### config.mk
export PLATFORM = sky130hd
export DESIGN_NAME = debug_uart_tx
export DESIGN_NICKNAME = d
export VERILOG_FILES = /design/src/rtl/debug_uart_pkg.sv /design/src/rtl/sync_fifo.sv /design/src/rtl/debug_uart_tx.sv
export SDC_FILE = /design/constraint.sdc
export NUM_CORES = 1
export LEC_CHECK = 0
export ABC_CLOCK_PERIOD_IN_PS = 9200
export CORE_MARGIN = 3
export CORE_UTILIZATION = 55
export CTS_CLUSTER_DIAMETER = 200
export DETAILED_ROUTE_END_ITERATION = 6
export MAX_ROUTING_LAYER = met4
export PLACE_DENSITY = 0.71
export SYNTH_ARGS = -nofsm -noshare
export SYNTH_HDL_FRONTEND = slang
export SYNTH_HIERARCHICAL = 1
export SYNTH_SLANG_ARGS = --single-unit
### constraint.sdc
create_clock -name clk -period 9.2 [get_ports clk]
set_input_delay 0.92 -clock clk [delete_from_list [all_inputs] [get_ports clk]]
set_output_delay 0.92 -clock clk [all_outputs]
set_load 0.005 [all_outputs]
### src/rtl/debug_uart_pkg.sv
// Shared types and constants for the debug console UART transmitter.
package debug_uart_pkg;

    // Serializer states; PARITY is listed even when the parity build is off
    typedef enum logic [2:0] {
        IDLE   = 3'd0,
        START  = 3'd1,
        DATA   = 3'd2,
        PARITY = 3'd3,
        STOP   = 3'd4
    } uart_state_e;

    localparam int   UART_DATA_BITS  = 8;
    localparam logic UART_IDLE_LEVEL = 1'b1;

    // 100 MHz system clock, 115200 baud
    localparam int   DEFAULT_CLK_DIV = 868;

endpackage

### src/rtl/sync_fifo.sv
// Generic synchronous FIFO with registered head-of-queue output.
// dout always presents the oldest stored entry, so a consumer can take it
// on the same edge that it pops.
module sync_fifo #(
    parameter  int DATA_W = 8,
    parameter  int DEPTH  = 16,
    localparam int PTR_W  = $clog2(DEPTH),
    localparam int CNT_W  = $clog2(DEPTH) + 1
) (
    input  logic              clk,
    input  logic              rstn,
    input  logic              push,
    input  logic [DATA_W-1:0] din,
    input  logic              pop,
    output logic [DATA_W-1:0] dout,
    output logic              full,
    output logic              empty,
    output logic [CNT_W-1:0]  count
);

    logic [DATA_W-1:0] mem [DEPTH];
    logic [PTR_W-1:0]  wr_ptr;
    logic [PTR_W-1:0]  rd_ptr;
    logic [PTR_W-1:0]  rd_ptr_n;
    logic [CNT_W-1:0]  count_n;
    logic              push_ok;
    logic              pop_ok;

    assign push_ok  = push && !full;
    assign pop_ok   = pop && !empty;
    assign rd_ptr_n = pop_ok ? rd_ptr + PTR_W'(1) : rd_ptr;

    // Occupancy after this edge; simultaneous push and pop cancel out
    always_comb begin
        count_n = count;
        if (push_ok && !pop_ok) begin
            count_n = count + CNT_W'(1);
        end else if (pop_ok && !push_ok) begin
            count_n = count - CNT_W'(1);
        end
    end

    // Control state: pointers wrap naturally because DEPTH is a power of two
    always_ff @(posedge clk or negedge rstn) begin
        if (!rstn) begin
            wr_ptr <= '0;
            rd_ptr <= '0;
            count  <= '0;
            full   <= 1'b0;
            empty  <= 1'b1;
        end else begin
            if (push_ok) begin
                wr_ptr <= wr_ptr + PTR_W'(1);
            end
            rd_ptr <= rd_ptr_n;
            count  <= count_n;
            full   <= (count_n == CNT_W'(DEPTH));
            empty  <= (count_n == '0);
        end
    end

    // Storage and head register; bypass din when the new head is being written now
    always_ff @(posedge clk) begin
        if (push_ok) begin
            mem[wr_ptr] <= din;
        end
        if (push_ok && (wr_ptr == rd_ptr_n)) begin
            dout <= din;
        end else begin
            dout <= mem[rd_ptr_n];
        end
    end

endmodule

### src/rtl/debug_uart_tx.sv
// Debug console transmitter: buffers MMIO byte writes and sends 8N1 frames.
// Build option: define DEBUG_UART_PARITY_EN to add an even parity bit (8E1).
module debug_uart_tx
    import debug_uart_pkg::*;
#(
    parameter  int CLK_DIV    = DEFAULT_CLK_DIV,
    parameter  int FIFO_DEPTH = 16,
    localparam int CNT_W      = $clog2(FIFO_DEPTH) + 1
) (
    input  logic             clk,
    input  logic             rstn,
    input  logic             wr_valid,
    input  logic [7:0]       wr_data,
    output logic             wr_ready,
    output logic             tx,
    output logic             busy,
    output logic [CNT_W-1:0] fifo_cnt
);

    localparam logic [15:0] DIV_M1   = 16'(CLK_DIV - 1);
    localparam logic [2:0]  LAST_BIT = 3'(UART_DATA_BITS - 1);

    uart_state_e      state;
    uart_state_e      state_n;
    logic [15:0]      baud_cnt;
    logic [15:0]      baud_n;
    logic [2:0]       bit_idx;
    logic [2:0]       bit_idx_n;
    logic [7:0]       shreg;
    logic [7:0]       shreg_n;
    logic             tx_n;
    logic             baud_done;
    logic             pop;
    logic             load;
    logic             push;
    logic             started;
    logic [7:0]       fifo_dout;
    logic             fifo_full;
    logic             fifo_empty;
    logic [CNT_W-1:0] cnt_after;
`ifdef DEBUG_UART_PARITY_EN
    logic             par_bit;
`endif

    // started masks wr_ready until the first edge after reset release
    assign wr_ready  = started && !fifo_full;
    assign push      = wr_valid && wr_ready;
    assign baud_done = (baud_cnt == '0);
    assign cnt_after = fifo_cnt + CNT_W'(push) - CNT_W'(pop);

    sync_fifo #(
        .DATA_W (8),
        .DEPTH  (FIFO_DEPTH)
    ) u_fifo (
        .clk   (clk),
        .rstn  (rstn),
        .push  (push),
        .din   (wr_data),
        .pop   (pop),
        .dout  (fifo_dout),
        .full  (fifo_full),
        .empty (fifo_empty),
        .count (fifo_cnt)
    );

    // Next-state logic: each state or bit lasts CLK_DIV cycles, baud counter reloads on every change
    always_comb begin
        state_n   = state;
        baud_n    = baud_cnt;
        bit_idx_n = bit_idx;
        shreg_n   = shreg;
        tx_n      = tx;
        pop       = 1'b0;
        load      = 1'b0;
        case (state)
            IDLE: begin
                tx_n   = UART_IDLE_LEVEL;
                baud_n = DIV_M1;
                if (!fifo_empty) begin
                    pop     = 1'b1;
                    load    = 1'b1;
                    shreg_n = fifo_dout;
                    state_n = START;
                    tx_n    = ~UART_IDLE_LEVEL;
                end
            end
            START: begin
                if (baud_done) begin
                    state_n   = DATA;
                    baud_n    = DIV_M1;
                    bit_idx_n = '0;
                    tx_n      = shreg[0];
                end else begin
                    baud_n = baud_cnt - 16'd1;
                end
            end
            DATA: begin
                if (baud_done) begin
                    baud_n = DIV_M1;
                    if (bit_idx == LAST_BIT) begin
`ifdef DEBUG_UART_PARITY_EN
                        state_n = PARITY;
                        tx_n    = par_bit;
`else
                        state_n = STOP;
                        tx_n    = UART_IDLE_LEVEL;
`endif
                    end else begin
                        bit_idx_n = bit_idx + 3'd1;
                        shreg_n   = {1'b0, shreg[7:1]};
                        tx_n      = shreg[1];
                    end
                end else begin
                    baud_n = baud_cnt - 16'd1;
                end
            end
`ifdef DEBUG_UART_PARITY_EN
            PARITY: begin
                if (baud_done) begin
                    state_n = STOP;
                    baud_n  = DIV_M1;
                    tx_n    = UART_IDLE_LEVEL;
                end else begin
                    baud_n = baud_cnt - 16'd1;
                end
            end
`endif
            STOP: begin
                if (baud_done) begin
                    baud_n = DIV_M1;
                    if (!fifo_empty) begin
                        pop     = 1'b1;
                        load    = 1'b1;
                        shreg_n = fifo_dout;
                        state_n = START;
                        tx_n    = ~UART_IDLE_LEVEL;
                    end else begin
                        state_n = IDLE;
                        tx_n    = UART_IDLE_LEVEL;
                    end
                end else begin
                    baud_n = baud_cnt - 16'd1;
                end
            end
            default: begin
                state_n = IDLE;
                tx_n    = UART_IDLE_LEVEL;
            end
        endcase
    end

    // Control registers; tx returns idle-high immediately when reset asserts
    always_ff @(posedge clk or negedge rstn) begin
        if (!rstn) begin
            state    <= IDLE;
            baud_cnt <= '0;
            bit_idx  <= '0;
            tx       <= UART_IDLE_LEVEL;
            busy     <= 1'b0;
            started  <= 1'b0;
        end else begin
            state    <= state_n;
            baud_cnt <= baud_n;
            bit_idx  <= bit_idx_n;
            tx       <= tx_n;
            busy     <= (state_n != IDLE) || (cnt_after != '0);
            started  <= 1'b1;
        end
    end

    // Data path: shift register (and parity) captured when a byte is popped
    always_ff @(posedge clk) begin
        shreg <= shreg_n;
`ifdef DEBUG_UART_PARITY_EN
        if (load) begin
            par_bit <= ^fifo_dout;
        end
`endif
    end

endmodule

==> results of run 1 <==
[flip-flops by register name, summed over array words and instances, names as in the netlist, named ones only]
| register | flops |
|---|---|
| started | 1 |
| u_fifo/empty | 1 |
| u_fifo/count | 5 |
| u_fifo/mem | 128 |
| u_fifo/wr_ptr | 4 |
| tx | 1 |
| busy | 1 |
| shreg | 8 |
| u_fifo/full | 1 |
| u_fifo/rd_ptr | 4 |
| state | 3 |
| baud_cnt | 16 |
| bit_idx | 3 |
[metal layers]
layer | vias to the layer above | GRT usage, %
met4 | 0 | 5.29
met5 | - | -
met2 | 94 | 30.1
li1 | 1949 | -
met1 | 2129 | 28.4
met3 | 12 | 4.82
[power groups by stage]
stage,Sequential [mW],Clock [mW],Combinational [mW]
detailed placement,0.995,0,0.240
global route,0.983,0.749,0.264
CTS,0.977,0.716,0.241
global placement,0.990,0,0.231
finish,0.977,0.701,0.238
floorplan,0.978,0,0.165
[per-stage QoR]
stage	hold WS, ns	instances	total power [mW]	setup WS (ns)	area, um2
6_report	0.480	710	1.92	5.30	8720
3_5_place_dp	0.470	678	1.23	5.29	8130
3_3_place_gp	0.463	678	1.22	5.37	8130
5_1_grt	0.529	710	2.00	5.09	8720
4_1_cts	0.486	710	1.93	5.27	8720
2_1_floorplan	0.439	505	1.14	5.57	7830
[worst max-delay path: cells and delay by family (launching register included)]
family                   cells  cell delay, ns
AND/OR/NAND/NOR              5            1.68
buffers and inverters        2            0.10
adder cells (fa/ha/maj)      4            0.91
AO/OA/AOI/OAI                3            0.61
flip-flops                   1            0.40
XOR/XNOR                     1            0.08
[final timing paths]
path,startpoint,to,slack [ns],cells after the start
max,baud_cnt[0],busy,5.30,15
min,u_fifo/rd_ptr[3],u_fifo/rd_ptr[3],0.48,1
max reg2reg,baud_cnt[0],busy,5.30,15
min reg2reg,u_fifo/rd_ptr[3],u_fifo/rd_ptr[3],0.48,1
max in group asynchronous,rstn,u_fifo/wr_ptr[2],8.00,1
min in group asynchronous,rstn,baud_cnt[13],0.62,1
[cells in the final DEF (no fill, tap or decap), drive strengths merged, types with 2 or more instances in the layout]
cell type and n:
xor2 4, dfrtp 38, edfxtp 136, or3 3, buf 3, and2 18, o211ai 2, or2 3
a21o 3, a22oi 20, nor3b 3, o21ai 14, clkinv 7, and3 4, a22o 3, xnor2 24
nor3 12, nand2 33, o32ai 2, ha 15, dfxtp 4, nand4 2, nor2b 7, nand4b 2
or4 3, nor4 9, clkdlybuf4s50 17, clkbuf 17, nand2b 14, dfstp 2, inv 21, a21oi 11
nor2 27, mux4 32
[cell usage after synthesis (6+ instances only)]
| cell | instances |
|---|---|
| edfxtp_1 | 136 |
| clkbuf_1 | 10 |
| a22oi_1 | 17 |
| xnor2_1 | 24 |
| and2_1 | 18 |
| nand2b_1 | 13 |
| nor4_1 | 7 |
| o21ai_0 | 14 |
| dfrtp_1 | 38 |
| ha_1 | 15 |
| a21oi_1 | 11 |
| inv_1 | 13 |
| nor2_1 | 25 |
| nor2b_1 | 6 |
| nor3_1 | 12 |
| nand2_1 | 33 |
| mux4_2 | 32 |
[logic make-up after synthesis]
group / count (synthesis) / synth area share, %
multiplexers: 34 / 9.47
AND/OR/NAND/NOR: 145 / 10.6
adder cells (fa/ha/maj): 17 / 2.80
flip-flops: 180 / 66.0
XOR/XNOR: 28 / 3.23
buffers and inverters: 37 / 2.17
other: 1 / 0.0479
AO/OA/AOI/OAI: 63 / 5.70
[final cells by class]
type | instances | share of cell area [%]
well taps | 176 | 2.53
multi-input cells | 288 | 28.6
flip-flops and latches | 180 | 59.3
clock buffers | 17 | 4.88
clock inverters | 15 | 1.88
inverters | 14 | 0.603
repair buffers | 20 | 2.18
==> run summary, run 1 <==
The number of synthesized register bits is 180. The latest clock arrival within the worst-skew pair came out at 0.43 ns. The reported leakage power came out at 3.08 nW. The final routed wirelength across all metal layers is 14.5 mm. The clock tree from TritonCTS is done. The area enclosed by the die boundary is 15,700 um2. The first detailed-routing pass ran for 5 iterations. The remaining design rule violation count came out at 0.

The number of buffers inserted by hold repair at cts came out at 0. The highest routing layer actually used is met4. The max-slew violation count is 0. In this run the clock root is driven by a clkbuf_16. The number of port buffers is 18.

The portion of total power attributed to sequential cells is 51.0%. The detailed-routed wire length on met2 came out at 7.11 mm. The footprint of the flip-flops and latches came out at 5170 um2.

The count of max-cap constraint violations is 0. Counting the fill cells in the layout gives 965. The maximum vdd ir drop came out at 165 uV. The post-synthesis net count came out at 532. The total vias in the final route came out at 4,184. In the detailed route, the total length drawn on met3 is 663 um. The total congestion overflow after global routing is 0. STA classifies the critical path startpoint as a register. The slowest stage of the critical path belongs to the cell nor4b_1.

The number of antenna cells inserted came out at 0. The wire length of the first global-routing pass came out at 23.5 mm. The highest achievable clock rate is 0.256 GHz. Setup violations remaining at the end of the flow were counted as 0.

STA classifies the critical path endpoint as a register. The routability congestion estimate from global placement is 0.812. In this run the worst path has a maximum fanout of 7. The area of the core is 13,600 um2. Ranked by total cell area, the synthesized netlist is headed by edfxtp_1, dfrtp_1, mux4_2, xnor2_1, ha_1. The number of nets at the end of the flow is 548. The overall track demand over capacity in global routing is 20.2%. The vertical die dimension is 125 um. The fraction of registers with async set/reset came out at 22.2%. Clock tree synthesis found a total of 180 sinks.

Setup repair after global routing left no endpoint under its margin. The arrival time of the worst setup path is 4.21 ns. The via count of the first global-routing pass is 4,188. The I/O pin count is 19.

Of the total power, the clock network draws 36.6%. The pin count of the biggest net entering global routing came out at 41. Summed over all instances, the cell type with the most area after synthesis is edfxtp_1. The detailed placement HPWL is 9.64 mm. The share of Yosys cell area claimed by the top area cell type is 52.1%. The clock arrives with 0.00875 ns of skew.

The number of buffers on the longest clock path came out at 2. The post-route core utilization is 64.3%. The distinct cell type count of the synthesized netlist is 64.

The share of the Yosys chip area taken by registers is 66.0%. The most repeated library cell on the critical path is ha_1. The post-synthesis area per instance is 15.5 um2. In this design, the stage delay of the slowest critical-path cell is 0.46 ns. In this run switching power makes up 26.6% of total power.

The mean routed wirelength per cell came out at 20.4 um. The tightest slew margin relative to the limit came out at 39.3%. The required time of the worst setup path came out at 9.50 ns.

In the final layout, the multi-input gates occupy 2500 um2. The total of cells resized after clock tree synthesis is 0. Row generation in the floorplan step produced 42 rows.

The number of nets with antenna violations after routing came out at 0. The sum of negative setup slack is 0 ns. The flow ran to the end, and the final reports show no timing, DRC or antenna violations. Once the floorplan was initialized, standard cells occupied 57.8% of the core. By startpoint and endpoint, the worst setup path is classified as register to register.

The worst path uses 42.4% of the clock period. The area growth from synthesis to layout is 11.3%. For the pin with the worst max-slew slack, the measured transition is 0.911 ns.

The number of enable flip-flop cells after synthesis is 136. The final period demand of the worst path is 3.90 ns. In the synthesized netlist the dominant register cell turns out to be edfxtp_1. The number of DRC markers after the initial detailed-route iteration is 313.

For this design the ratio of total power to cell area is 220 nW/um2. The total count of hold-check failures in the final report is 0. The post-synthesis instance area came out at 7830 um2. The net switching component of the power came out at 509 uW.

In the final layout, the share of cells above drive strength 1 is 17.0%. After detailed routing, the wire length on met1 is 6.53 mm. The Yosys warning count came out at 6. The clock-pin slew reported for the worst setup and hold paths after clock tree synthesis came out at 0.07 ns. Internal power comes to 1.41 mW. The die width came out at 125 um. The number of standard cells after synthesis is 505.

The post-CTS repair timing setup buffer count is 0. The path class of the tightest hold or removal check is register to register. The relative contribution of combinational cells to total power is 12.4%. The depth of the CTS H-tree is 4. Dividing the detail-routed via count by the number of cells gives 5.89. The critical path goes through inv_1 > ha_1 > nor4b_1 > nand4b_4 > a21oi_1 > and2_1 > ha_1 > inv_1 > ha_1 > fa_1 > a21o_1 > a21oi_1 > xnor2_1 > or4_1 > or4_1. The number of clock buffers added by TritonCTS is 17. The initial antenna violation count came to 0.
Note: power is estimated with default switching activity, not from simulation.
==> inputs of run 2 (changes only) <==
--- a/config.mk
+++ b/config.mk
@@ -5,7 +5,7 @@
 export SDC_FILE = /design/constraint.sdc
 export NUM_CORES = 1
 export LEC_CHECK = 0
-export ABC_CLOCK_PERIOD_IN_PS = 9200
+export ABC_CLOCK_PERIOD_IN_PS = 3700
 export CORE_MARGIN = 3
 export CORE_UTILIZATION = 55
 export CTS_CLUSTER_DIAMETER = 200
==> constraint.sdc (replaced) <==
create_clock -name clk -period 3.7 [get_ports clk]
set_input_delay 0.37 -clock clk [delete_from_list [all_inputs] [get_ports clk]]
set_output_delay 0.37 -clock clk [all_outputs]
set_load 0.005 [all_outputs]
==> run summary, run 2 (synthesized netlist as in run 1, its figures left out) <==
The number of filler instances in the final layout is 922 (-4.5%). The number of DRC markers after the initial detailed-route iteration is 441 (+41%). The power density over the cells is 546 nW/um2 (+150%). The total iterations of the first detailed-routing run came out at 5 (unchanged).

STA classifies the critical path endpoint as a register. The kind of launch point of the worst setup path is a register. The sum of negative setup slack came out at 0 ns (unchanged). The die width is 125 um (unchanged). The clock tree from TritonCTS is done. The post-CTS repair timing setup buffer count came out at 0 (unchanged). The measured slew at the worst slew-check pin is 0.921 ns (+0.0101 ns). The number of clock sinks came out at 180 (unchanged). The depth of the CTS H-tree is 4 (unchanged). The total congestion overflow after global routing is 0 (unchanged). The delay contributed by the slowest stage of the critical path is 0.56 ns (+0.10 ns). The I/O pin count was 19 (unchanged). The required time of the worst setup path came out at 4.00 ns (-5.50 ns).

The number of placement rows is 42 (unchanged). The number of port buffers came out at 18 (unchanged). The final cycle utilization of the critical path came to 95.3% (+53 points). The final routed wirelength across all metal layers came to 14.2 mm (-1.7%). The total stage count of the critical path came out at 13 (-2). Signal routing reaches up to met4. The total count of hold-check failures in the final report is 0 (unchanged).

The area enclosed by the die boundary came out at 15,700 um2 (unchanged). The count of max-cap constraint violations came out at 0 (unchanged). In this run the worst hold path is classified as input pin to async pin. The critical path is of the register to register type.

The endpoint identified for the worst register-to-register timing path is busy. The total vias in the final route is 4,262 (+1.9%). The number of buffers on the longest clock path is 2 (unchanged).

The worst setup slack for register-to-register paths is 0.17 ns (-5.12 ns). The minimum setup slack in the final design is 0.175 ns (-5.12 ns). Following the worst setup path forward leads to its endpoint at busy. The launching element of the worst setup path is baud_cnt[6]. The proportion of layout cells with a drive suffix above 1 came out at 18.8% (+1.8 points). The clock-pin slew reported for the worst setup and hold paths after clock tree synthesis was 0.07 ns (about the same). The vertical die dimension is 125 um (unchanged).

The sum of buffers and inverters on the critical path was 1 (-1). Among cell families on the critical path, the largest total delay comes from simple AND/OR/NAND/NOR gates. The number of buffers inserted by hold repair at cts came out at 0 (unchanged).

The final period demand of the worst path is 3.53 ns (-0.379 ns). The vias per cell is 5.89 (about the same). The critical path goes through or4_4 > nand4b_4 > a21oi_2 > and2_1 > ha_1 > inv_1 > ha_1 > fa_2 > a21o_1 > a21oi_2 > xnor2_1 > or4_1 > or4_1. The clock root buffer master is clkbuf_16. The largest clock skew in the final design is 0.00991 ns (+0.00115 ns). The flip-flop count of the largest register, all copies and words added is 128 (unchanged). The area of the core is 13,600 um2 (unchanged).

The library cell used most frequently in the layout, excluding fill and tap cells, is edfxtp_1. u_fifo/mem holds more flip-flops than any other register. The pin count of the biggest net entering global routing came out at 41 (unchanged). The largest fanout on the critical path came to 5 (-2).

The routability congestion estimate from global placement came to 0.793 (-2.3%). The number of setup violations in the final report is 0 (unchanged). The detailed placement HPWL is 9.50 mm (-1.5%).

The maximum vdd ir drop was 445 uV (+170%). The worst register-to-register path begins at baud_cnt[6]. The final design instance area without fill came out at 8820 um2 (+1.2%). The total routed wire length on the met1 layer is 6.27 mm (-4.0%). The largest registers in the layout are u_fifo/mem x128, baud_cnt x16, shreg x8. The number of buffers added by the clock tree synthesis step is 17 (unchanged). The reported leakage power came out at 3.14 nW (+2.0%).

The post-detailed-placement cell area was 8230 um2 (+1.2%). The tightest slew margin relative to the limit is 38.6% (-0.67 points). The detailed-routed wire length on met2 came out at 7.17 mm (+0.77%). The initial antenna violation count is 0 (unchanged). The number of antenna cells inserted came to 0 (unchanged). The number of nets at the end of the flow is 561 (+2.4%). The arrival time of the worst setup path is 3.82 ns (-0.39 ns). The via count of the first global-routing pass came to 4,392 (+4.9%). The max-slew violation count came to 0 (unchanged). The multi-input logic area is 2510 um2 (+0.65%).

The initial cell density of the core came out at 57.8% (unchanged). The footprint of the flip-flops and latches is 5170 um2 (about the same). The total length of routed met3 wires came out at 557 um (-16%). The mean routed wirelength per cell came out at 19.6 um (-3.5%). The flow ran to the end, and the final reports show no timing, DRC or antenna violations. The number of cells traversed by the worst register-to-register path is 13 (-2). The remaining design rule violation count came out at 0 (unchanged). The setup slack at placement is 0.0303 ns (-5.26 ns).

The highest achievable clock rate came out at 0.284 GHz (+11%). The overall track demand over capacity in global routing came out at 19.9% (-0.25 points). For this design, the slowest cell found on the critical path is or4_4.

The latest clock arrival within the worst-skew pair is 0.43 ns (about the same). The worst hold-check slack is 0.0788 ns (-0.401 ns). The library cells used most frequently in the layout, excluding fill and tap cells, are edfxtp_1, dfrtp_1, nand2_1. The wire length of the first global-routing pass came out at 23.4 mm (-0.35%). Relative to the synthesized area, the layout overhead comes to 12.6%. The number of nets with antenna violations after routing is 0 (unchanged).
==> run 2: metal layers <==
metal	GRT usage [%]	vias up
met5	-	-
met4	5.87	0
met3	4.78	18
met2	31.7	99
met1	26.0	2170
li1	-	1975
==> run 2: power breakdown <==
part	internal (mW)	switching, mW	leakage (nW)
Combinational	0.295	0.334	1.11
Clock	1.01	0.756	0.281
Sequential	2.31	0.108	1.74
==> run 2: final cells by class <==
cell class                 count  share of cell area (%)
sequential                   180                    58.6
multi-input combinational    288                    28.5
clock buffer                  20                    4.95
timing repair buffer          33                    3.26
tap                          176                    2.50
clock inverter                12                    1.62
inverter                      14                   0.596
==> run 2: worst reg2reg max path, cell delays in order (launching register included) <==
cell and delay (ns):
dfrtp_1 0.38, or4_4 0.56, nand4b_4 0.20, a21oi_2 0.16
and2_1 0.16, ha_1 0.14, inv_1 0.04, ha_1 0.20
fa_2 0.35, a21o_1 0.19, a21oi_2 0.15, xnor2_1 0.08
or4_1 0.38, or4_1 0.40
==> run 2: how the worst min path moves through the flow <==
stage	to	cells past startpoint
after floorplan	baud_cnt[0]	0
after global placement	u_fifo/rd_ptr[3]	1
after detailed placement	u_fifo/rd_ptr[3]	1
after CTS	u_fifo/count[4]	1
after global routing	baud_cnt[8]	1
final	baud_cnt[11]	1
==> run 2: timing repair <==
action,CTS,global route
hold endpoints to repair,0,0
setup endpoints to repair,0,1
resized for setup,0,4
==> run 2: per-stage QoR <==
stage | utilization (%) | cells | total power, mW
final | 65.1 | 723 | 4.81
after global placement | 60.7 | 691 | 3.04
after detailed placement | 60.7 | 691 | 3.08
after global routing | 65.1 | 723 | 5.03
after floorplan | - | 505 | 2.84
after CTS | 64.9 | 723 | 4.84
==> inputs of run 3 (changes only) <==
--- a/config.mk
+++ b/config.mk
@@ -12,6 +12,7 @@
 export DETAILED_ROUTE_END_ITERATION = 6
 export MAX_ROUTING_LAYER = met4
 export PLACE_DENSITY = 0.71
+export RECOVER_POWER = 100
 export SYNTH_ARGS = -nofsm -noshare
 export SYNTH_HDL_FRONTEND = slang
 export SYNTH_HIERARCHICAL = 1
==> run summary, run 3 (synthesized netlist as in run 1, its figures left out) <==
The flow ran to the end, but the final reports show violations. The checks that failed: max-capacitance violations, max-slew violations. The measured slew at the worst slew-check pin came out at 2.23 ns (+1.31 ns).

The internal portion of total power is 3.60 mW (-0.46%). The leading cell type in the layout, fill and taps excluded is edfxtp_1. The portion of total power attributed to sequential cells came out at 50.5% (+0.3 points).

The root buffer cell chosen for the clock tree is clkbuf_16. The tightest slew margin relative to the limit came out at -48.5% (-87 points). The register with the most flip-flops in the final layout is u_fifo/mem. The number of buffers inserted by hold repair at cts came out at 0 (unchanged). The proportion of total power due to net switching is 24.9% (-0.039 points). The sum of negative setup slack is 0 ns (unchanged). The relative area change from synthesis to final layout is 12.0%.

The sum of buffers and inverters on the critical path came out at 1 (unchanged). The depth of the CTS H-tree came out at 4 (unchanged). The area enclosed by the die boundary came to 15,700 um2 (unchanged). The delay contributed by the slowest stage of the critical path is 0.56 ns (about the same). By startpoint and endpoint, the worst setup path is classified as register to register. The count of max-cap constraint violations is 1 (+1). The worst hold-check slack came out at 0.505 ns (+0.426 ns). The total count of hold-check failures in the final report came out at 0 (unchanged). The critical path goes through or4_4 > nand4b_4 > a21oi_2 > and2_1 > ha_1 > inv_1 > ha_1 > fa_2 > a21o_1 > a21oi_2 > xnor2_1 > or4_1 > or4_1. The net switching component of the power is 1.19 mW (-0.66%). The number of DRC markers after the initial detailed-route iteration is 438 (-0.68%). The final routed wirelength across all metal layers came to 14.2 mm (+0.22%). The vertical die dimension is 125 um (unchanged). The reported leakage power was 3.10 nW (-1.0%). The remaining design rule violation count is 0 (unchanged). The share of total power in the clock network came out at 36.9% (+0.2 points).

The power density over the cells was 546 nW/um2 (about the same). The I/O pin count is 19 (unchanged). The overall track demand over capacity in global routing came out at 19.9% (unchanged). The required time of the worst setup path came to 4.00 ns (about the same).

The flip-flop count of the largest register, all copies and words added is 128 (unchanged). The initial antenna violation count was 0 (unchanged). The final period demand of the worst path is 3.52 ns (-0.00495 ns).

The routability congestion estimate from global placement is 0.793 (unchanged). The number of clock sinks came to 180 (unchanged). The total vias in the final route is 4,256 (-0.14%). The worst setup path is captured at a register. The number of antenna cells inserted is 0 (unchanged). The number of port buffers is 18 (unchanged). The proportion of layout cells with a drive suffix above 1 is 16.8% (-2.0 points). The number of placement rows came out at 42 (unchanged). The total congestion overflow after global routing is 0 (unchanged).

The number of buffers added by the clock tree synthesis step is 17 (unchanged). The vias per cell came out at 5.89 (-0.14%). The number of setup violations in the final report is 0 (unchanged). The area of the core is 13,600 um2 (unchanged). The worst setup path is launched from a register. The initial cell density of the core came out at 57.8% (unchanged). The max-slew violation count was 41 (+41). The relative contribution of combinational cells to total power was 12.6% (-0.5 points). The largest registers in the layout are u_fifo/mem x128, baud_cnt x16, shreg x8. The total iterations of the first detailed-routing run came out at 5 (unchanged).

The highest achievable clock rate is 0.284 GHz (+0.14%). The slowest stage of the critical path is the or4_4 cell. The mean routed wirelength per cell is 19.7 um (+0.22%).

The number of nets with antenna violations after routing is 0 (unchanged). The final cycle utilization of the critical path came out at 95.1% (-0.13 points). In the layout the commonest cells are edfxtp_1, dfrtp_1, nand2_1. The wire length of the first global-routing pass is 23.4 mm (unchanged).

The via count of the first global-routing pass came out at 4,392 (unchanged). The pin count of the biggest net entering global routing was 41 (unchanged). The post-detailed-placement cell area came to 8230 um2 (unchanged).

The final design instance area without fill came out at 8770 um2 (-0.57%). The maximum vdd ir drop is 448 uV (+0.60%). The number of buffers on the longest clock path came out at 2 (unchanged). The clock-pin slew reported for the worst setup and hold paths after clock tree synthesis is 0.07 ns (about the same). The largest clock skew in the final design is 0.0103 ns (+0.000400 ns).

The cell family with the largest share of critical-path delay is simple AND/OR/NAND/NOR gates. The worst min-delay path class is register to register. The latest clock arrival within the worst-skew pair came out at 0.43 ns (about the same).

The arrival time of the worst setup path came out at 3.82 ns (about the same). The largest fanout on the critical path came out at 5 (unchanged). The number of nets at the end of the flow came out at 561 (unchanged).

The detailed placement HPWL is 9.50 mm (unchanged). The die width came out at 125 um (unchanged). TritonCTS built the clock tree.
## run 3: worst paths after layout
check                      slack [ns]             start  depth (start not counted)                to
min in group asynchronous        0.59              rstn                          1       baud_cnt[8]
hold reg to reg                  0.51  u_fifo/rd_ptr[3]                          1  u_fifo/rd_ptr[3]
max in group asynchronous        1.82              rstn                          1  u_fifo/wr_ptr[0]
setup reg to reg                 0.18       baud_cnt[6]                         13              busy
setup / recovery                 0.18       baud_cnt[6]                         13              busy
hold / removal                   0.51  u_fifo/rd_ptr[3]                          1  u_fifo/rd_ptr[3]
## run 3: final cells by class
type / count / area, um2
clock buffers: 20 / 437
clock inverters: 12 / 143
fillers: 937 / 4790
inverters: 14 / 52.6
multi-input cells: 288 / 2480
flip-flops and latches: 180 / 5170
well taps: 176 / 220
repair buffers: 33 / 273
## run 3: timing repair
action	CTS	global route
buffers inserted	0	0
resized for setup	0	4
setup endpoints to repair	0	1
## run 3: worst register-to-register path: cells and delay by family (launching register included)
kind | cells | cell delay (ns)
simple gates | 5 | 1.70
fa+ha+maj | 3 | 0.69
compound gates | 3 | 0.50
flops | 1 | 0.38
xor+xnor | 1 | 0.08
buf+inv | 1 | 0.04
## run 3: per-stage QoR
step | cells | total power, mW | setup WS, ns | util (%)
finish | 723 | 4.79 | 0.180 | 64.7
global route | 723 | 5.01 | -0.00610 | 64.7
CTS | 723 | 4.84 | 0.00725 | 64.9
detailed placement | 691 | 3.08 | 0.0303 | 60.7
global placement | 691 | 3.04 | 0.130 | 60.7
floorplan | 505 | 2.84 | 0.0743 | -
## run 3: per-layer routing
layer	global-route usage, %	vias to the layer above	wire length [um]
met5	-	-	0
met4	5.87	0	203
met1	26.0	2171	6290
met3	4.78	18	560
li1	-	1978	-
met2	31.7	89	7180
## run 3: power by group through the flow
stage          Combinational [mW]  Clock (mW)  Sequential (mW)
3_5_place_dp                0.621           0             2.46
4_1_cts                     0.627        1.80             2.42
5_1_grt                     0.681        1.89             2.43
6_report                    0.605        1.77             2.42
2_1_floorplan               0.410           0             2.43
3_3_place_gp                0.587           0             2.45
